$ cat config.mk
export PLATFORM = sky130hd
export DESIGN_NAME = prio_encoder_seq
export DESIGN_NICKNAME = d
export VERILOG_FILES = /design/src/rtl/prio_encoder_seq.sv
export SDC_FILE = /design/constraint.sdc
export NUM_CORES = 1
export LEC_CHECK = 0
export ABC_AREA = 1
export CAP_MARGIN = 20
export CORE_UTILIZATION = 45
export CTS_BUF_LIST = sky130_fd_sc_hd__clkbuf_4 sky130_fd_sc_hd__clkbuf_8 sky130_fd_sc_hd__clkbuf_16
export DETAILED_ROUTE_END_ITERATION = 7
export PLACE_DENSITY = 0.77
export SLEW_MARGIN = 20
export SYNTH_ARGS = -nofsm -noshare
export SYNTH_HDL_FRONTEND = slang
export SYNTH_SLANG_ARGS = --single-unit
$ cat constraint.sdc
create_clock -name clk -period 2.85 [get_ports clk]
set_input_delay 0.57 -clock clk [delete_from_list [all_inputs] [get_ports clk]]
set_output_delay 0.57 -clock clk [all_outputs]
set_load 0.01 [all_outputs]
$ cat src/rtl/prio_encoder_seq.sv
// prio_encoder_seq: latches a request vector and emits the index of each set bit over a valid/ready port
module prio_encoder_seq #(
  parameter int N       = 8,
  parameter int IDX_W   = $clog2(N),
  parameter int RR_MODE = 0
) (
  input  logic             clk,
  input  logic             rst,
  input  logic             en_i,
  input  logic [N-1:0]     req_i,
  output logic             load_ready_o,
  output logic [IDX_W-1:0] idx_o,
  output logic             idx_valid_o,
  input  logic             idx_ready_i,
  output logic             done_o,
  output logic             busy_o
);
  typedef enum logic {IDLE, SCAN} state_e;
  state_e           state_q, state_d;
  logic [N-1:0]     pending_q, pending_d, one_hot;
  logic [IDX_W-1:0] idx_q, idx_d, ptr_q, ptr_d, sel, start;
  logic             valid_q, valid_d, done_q, done_d, slot;
  int               p;
  always_ff @(posedge clk or posedge rst) begin
    if (rst) begin
      state_q   <= IDLE;
      pending_q <= '0;
      idx_q     <= '0;
      valid_q   <= 1'b0;
      done_q    <= 1'b0;
      ptr_q     <= IDX_W'(N - 1);
    end else begin
      state_q   <= state_d;
      pending_q <= pending_d;
      idx_q     <= idx_d;
      valid_q   <= valid_d;
      done_q    <= done_d;
      ptr_q     <= ptr_d;
    end
  end
  // Downward search from start with wrap; the last hit written is the nearest to start.
  always_comb begin
    start   = (RR_MODE != 0) ? ptr_q : IDX_W'(N - 1);
    sel     = '0;
    p       = 0;
    one_hot = '0;
    for (int k = N - 1; k >= 0; k--) begin
      p = int'(start) - k;
      p = (p < 0) ? p + N : p;
      if (pending_q[IDX_W'(p)]) sel = IDX_W'(p);
    end
    one_hot[sel] = 1'b1;
  end
  assign slot = ~valid_q | idx_ready_i;
  always_comb begin
    state_d = state_q;
    if (state_q == IDLE) state_d = (en_i && |req_i) ? SCAN : IDLE;
    else if (slot && ~|pending_q) state_d = IDLE;
  end
  always_comb begin
    pending_d = pending_q;
    idx_d     = idx_q;
    valid_d   = valid_q;
    done_d    = 1'b0;
    ptr_d     = ptr_q;
    if (state_q == IDLE) begin
      pending_d = en_i ? req_i : pending_q;
      done_d    = en_i & ~|req_i;
    end else if (slot) begin
      if (|pending_q) begin
        idx_d     = sel;
        valid_d   = 1'b1;
        pending_d = pending_q & ~one_hot;
        ptr_d     = (RR_MODE == 0) ? ptr_q : (sel == '0) ? IDX_W'(N - 1) : sel - 1'b1;
      end else begin
        valid_d = 1'b0;
        done_d  = 1'b1;
      end
    end
  end
  always_comb begin
    load_ready_o = state_q == IDLE;
    busy_o       = state_q == SCAN;
    idx_o        = idx_q;
    idx_valid_o  = valid_q;
    done_o       = done_q;
  end
endmodule
After elaboration in Yosys (flattened, before gate mapping)
Index checks and enable logic that the tools add are counted.

Output and inout bits: 7. Bits in registers: 14. Input port bits: 12. Word-level logic and storage cells: 42.

Order comparisons: 2. Eq/ne operators: 2. Muxes and demuxes: 16. Bitwise gates (word level): 6. Reduce and logical (&&, ||, !) cells: 11.

Operators with widths (number): 8-bit 2-to-1 mux (4); 8-bit OR reduction (2); 1-bit 2-to-1 mux (9); 8-bit bitwise AND (1); 8-bit NOT (1); 3-bit 2-to-1 mux (2); 3-bit AND reduction (2); 3-bit by 4-bit less-than comparator with 1-bit output (second input constant) (1); 2-bit by 1-bit inequality test with 1-bit output (second input constant) (2); 1-bit demux with 3-bit select (1); 3-bit by 1-bit greater-or-equal comparator with 1-bit output (second input constant) (1); 1-bit logical AND (3); 1-bit logical NOT (2); 1-bit NOT (2); 2-bit AND reduction (1); 2-bit nonzero test (1); 1-bit bitwise AND (1); 1-bit OR (1).

Depth between registers and ports, before layout
Word-level depth: 12. Gate-level depth with buffers: 7. Depth with buffers taken out: 7.

Worst setup path after synthesis
OpenSTA, ideal clock, no wires.

Path kind: input-to-reg. From: input port idx_ready_i. To: register pending_q[1]. Arrival: 1.069 ns. Data required time: 2.733 ns. Cell stages on the path: 6. Setup slack: 1.665 ns. Buffers on the path: 0. Library setup time: 0.117 ns. Cells stage by stage: nor2_1 > nor2_4 > o21ai_4 > nand2_2 > nand2_1 > nand2_1.

Word-level cells in the longest chain between the ends: 3.

RTL lines: start, declared (line 14) `input logic idx_ready_i,`; 1-bit OR (line 54) `assign slot = ~valid_q | idx_ready_i;`; 2-bit by 1-bit inequality test with 1-bit output (no line); 3-bit AND reduction (no line); end signal, assigned (line 34) `pending_q <= pending_d;`; end, declared (line 20) `logic [N-1:0] pending_q, pending_d, one_hot;`.

Every way passes these cells. A chain may end at the register's enable or synchronous reset.

Worst setup path after layout
From: register state_q (netlist: busy_o). To: output port load_ready_o.

Word-level cells in the longest chain between the ends: 1.

RTL lines: start, declared (line 19) `state_e state_q, state_d;`; start signal, assigned (line 33) `state_q <= state_d;`; 1-bit NOT (line 82) `load_ready_o = state_q == IDLE;`; end, declared (line 11) `output logic load_ready_o,`.

Every way passes these cells.

==> flow_summary.yaml <==
setup_path:
  worst-path-buf-inv: 2
  worstSetupStartpointType: "flop"
  end_kind: "primary output"
  crit_required_ns: 2.28
  crit_path_top_delay_cell: "clkdlybuf4s50_1"
  cp_top_family: "buffers and inverters"
  slowest_delay_ns: 0.56
  critPathKind: "flop to primary output"
  crit_fanout: 9
  path_cells: "inv_2 > clkdlybuf4s50_1"
  crit_arrival_ns: 1.42
synth:
  synth_area_leaders: "dfrtp_1 50%, nand2_1 10%, mux2_2 7.0%, nor2_1 6.4%, nand3_1 5.4%"
  ys_ff_latch: 13
  synth_area_leader_cell: "dfrtp_1"
  syn_area_per_cell_um2: 8.86
  synth_xor_area_share_pct: 0
  yosys.area_share.simple_pct: 30.4
  synthAdderAreaFrac_pct: 0
  synth_compound_area_share_pct: 8.32
  yosysTopAreaCellShare_pct: 50.3
  ys_seq_area_share_pct: 50.3
  synth_top_family_by_area: "simple AND/OR/NAND/NOR gates"
  synth_cells: 73
  syn_area_um2: 647
  ys_types: 16
  synth_nets: 85
  ys_warn_count: 0
  synth.area.mux_share_pct: 6.96
detailed_routing:
  drt_first_pass_iters: 4
  drc_errors: 0
  vias: 541
  ant_nets: 0
  drt-total-wl_um: 1240
  vias_per_cell: 5.01
  drtIter0Drc: 3
  drt-wirelength-per-cell_um: 11.5
timing:
  timing.final.crit_share_pct: 69.9
  finalClockSkew_ns: 0.00393
  slew_viol_final: 0
  max_clock_freq_mhz: 502
  period_minus_slack_ns: 1.99
  whs_ns: 0.489
  final.setup.worst_slack_ns: 0.857
  rsz0062_at_grt: "false"
  setup_viol: 0
  hold_viol: 0
  totalNegativeSetupSlack_ns: 0
clock_tree:
  ctsResizeCount: 0
  cts_tree: "done"
  clock-root-buffer: "clkbuf_4"
  cts_buffers: 3
  clk_pin_slew_ns: 0.08
  cts_hold_buffers: 0
  clock_latency_ns: 0.27
  clkSinkCount: 13
  clock_path_buffers: 2
  postCtsSetupBuffers: 0
  htreeDepth: 1
final_layout:
  syn_to_final_growth_pct: 32.7
  nets: 106
  drive_above_1_share_pct: 16.1
  antenna_cells: 0
  final_cell_area_um2: 858
  num-fill-cells: 108
  fin_util_pct: 65.1
  fin_cells: 108
global_route:
  antenna_found_initial: 0
  grt_pass1_vias: 477
  overflow: 0
  grt_max_degree: 14
  grt_use_total_pct: 19.2
  grt_first_pass_wirelength_um: 1970
power:
  p_leak_nw: 0.415
  p_per_area_nw_per_um2: 906
  p_clk_share_pct: 15.6
  power.internal_mw: 0.483
  seqPwrFrac_pct: 39.5
  combPwrFrac_pct: 44.9
  peakVddDrop_uv: 497
  power_switching_mw: 0.294
  total_power_mw: 0.777
  switching_share_pct: 37.9
floorplanning:
  die_w_um: 39.9
  die_area_um2: 1590
  core-area_um2: 1320
  die_y_um: 39.9
  rows: 13
  start_util_pct: 49.1
  io_pins: 19
min_path:
  hp-class: "flop to flop"
placement:
  dp_hpwl_um: 998
  finalWeightedCongestion: 0.817
  place_ws_ns: 1.13
  port_buffers: 17
  place_inst: 104
  place_area_um2: 828
run:
  cap_violations: 0
run_status:
  status: "complete, no violations"
## flip-flops by register name, summed over array words and instances (netlist names)
name and flops:
busy_o 1, idx_valid_o 1, done_o 1, pending_q 8, idx_o 2
## path summary, 6_finish.rpt
kind | slack [ns] | depth (start not counted) | endpoint | start
max in group asynchronous | 1.90 | 2 | idx_o[0]$_DFFE_PP0P_ | rst
min in group asynchronous | 0.62 | 2 | idx_o[1]$_DFFE_PP0P_ | rst
worst max register to register | 1.56 | 6 | pending_q[1]$_DFFE_PP0P_ | pending_q[3]$_DFFE_PP0P_
worst min-delay path | 0.49 | 2 | idx_o[1]$_DFFE_PP0P_ | idx_o[1]$_DFFE_PP0P_
worst min register to register | 0.49 | 2 | idx_o[1]$_DFFE_PP0P_ | idx_o[1]$_DFFE_PP0P_
worst max-delay path | 0.86 | 2 | load_ready_o | busy_o$_DFF_PP0_
## layout by cell type, fill, tap and decap left out, drive strengths merged
cell type,instances
clkbuf,4
mux2,4
inv,4
nand4,1
nor2,13
conb,1
a21boi,1
clkdlybuf4s50,17
nand2,21
dfrtp,13
o21ai,7
nand3,7
## layout make-up
class	instances	area (µm²)	area share [%]
sequential	13	325	37.9
inverter	4	15.0	1.75
multi-input combinational	55	299	34.8
tap	15	18.8	2.19
clock buffer	4	30.0	3.50
timing repair buffer	17	170	19.8
## cell usage after synthesis
cell	n
inv_1	3
nand2_1	18
a21boi_0	1
dfrtp_1	13
inv_2	1
nor2_1	11
buf_4	1
nand4_1	1
nor2_4	2
nand3_1	7
mux2_2	4
o21ai_0	6
nand2_2	2
nand2_4	1
o21ai_4	1
conb_1	1
## power by group through the flow
stage / clock [mW] / sequential (mW) / combinational, mW
after global placement: 0 / 0.307 / 0.345
final: 0.122 / 0.307 / 0.349
after CTS: 0.123 / 0.308 / 0.356
after detailed placement: 0 / 0.312 / 0.355
after floorplan: 0 / 0.313 / 0.223
after global routing: 0.129 / 0.318 / 0.391
## worst register-to-register path, cell delays in order (launching register included)
cell and delay [ns]:
dfrtp_1 0.46, nor2_4 0.15, nand2_2 0.08, o21ai_4 0.26, nand2_2 0.11, nand2_1 0.09, nand2_1 0.05
## routing by layer
metal / GRT usage (%) / share of wire [%]
met1: 21.5 / 41
met2: 35.1 / 52
met3: 3.41 / 5.6
met4: 7.76 / 0.97
met5: 0 / 0
## kinds of logic (layout without fill, tap and decap cells)
family | after synthesis | in the layout
simple gates | 42 | 42
flops | 13 | 13
compound gates | 8 | 8
buf+inv | 5 | 25
mux | 4 | 4
other cells | 1 | 1
Power figures use the tool's default switching activity.
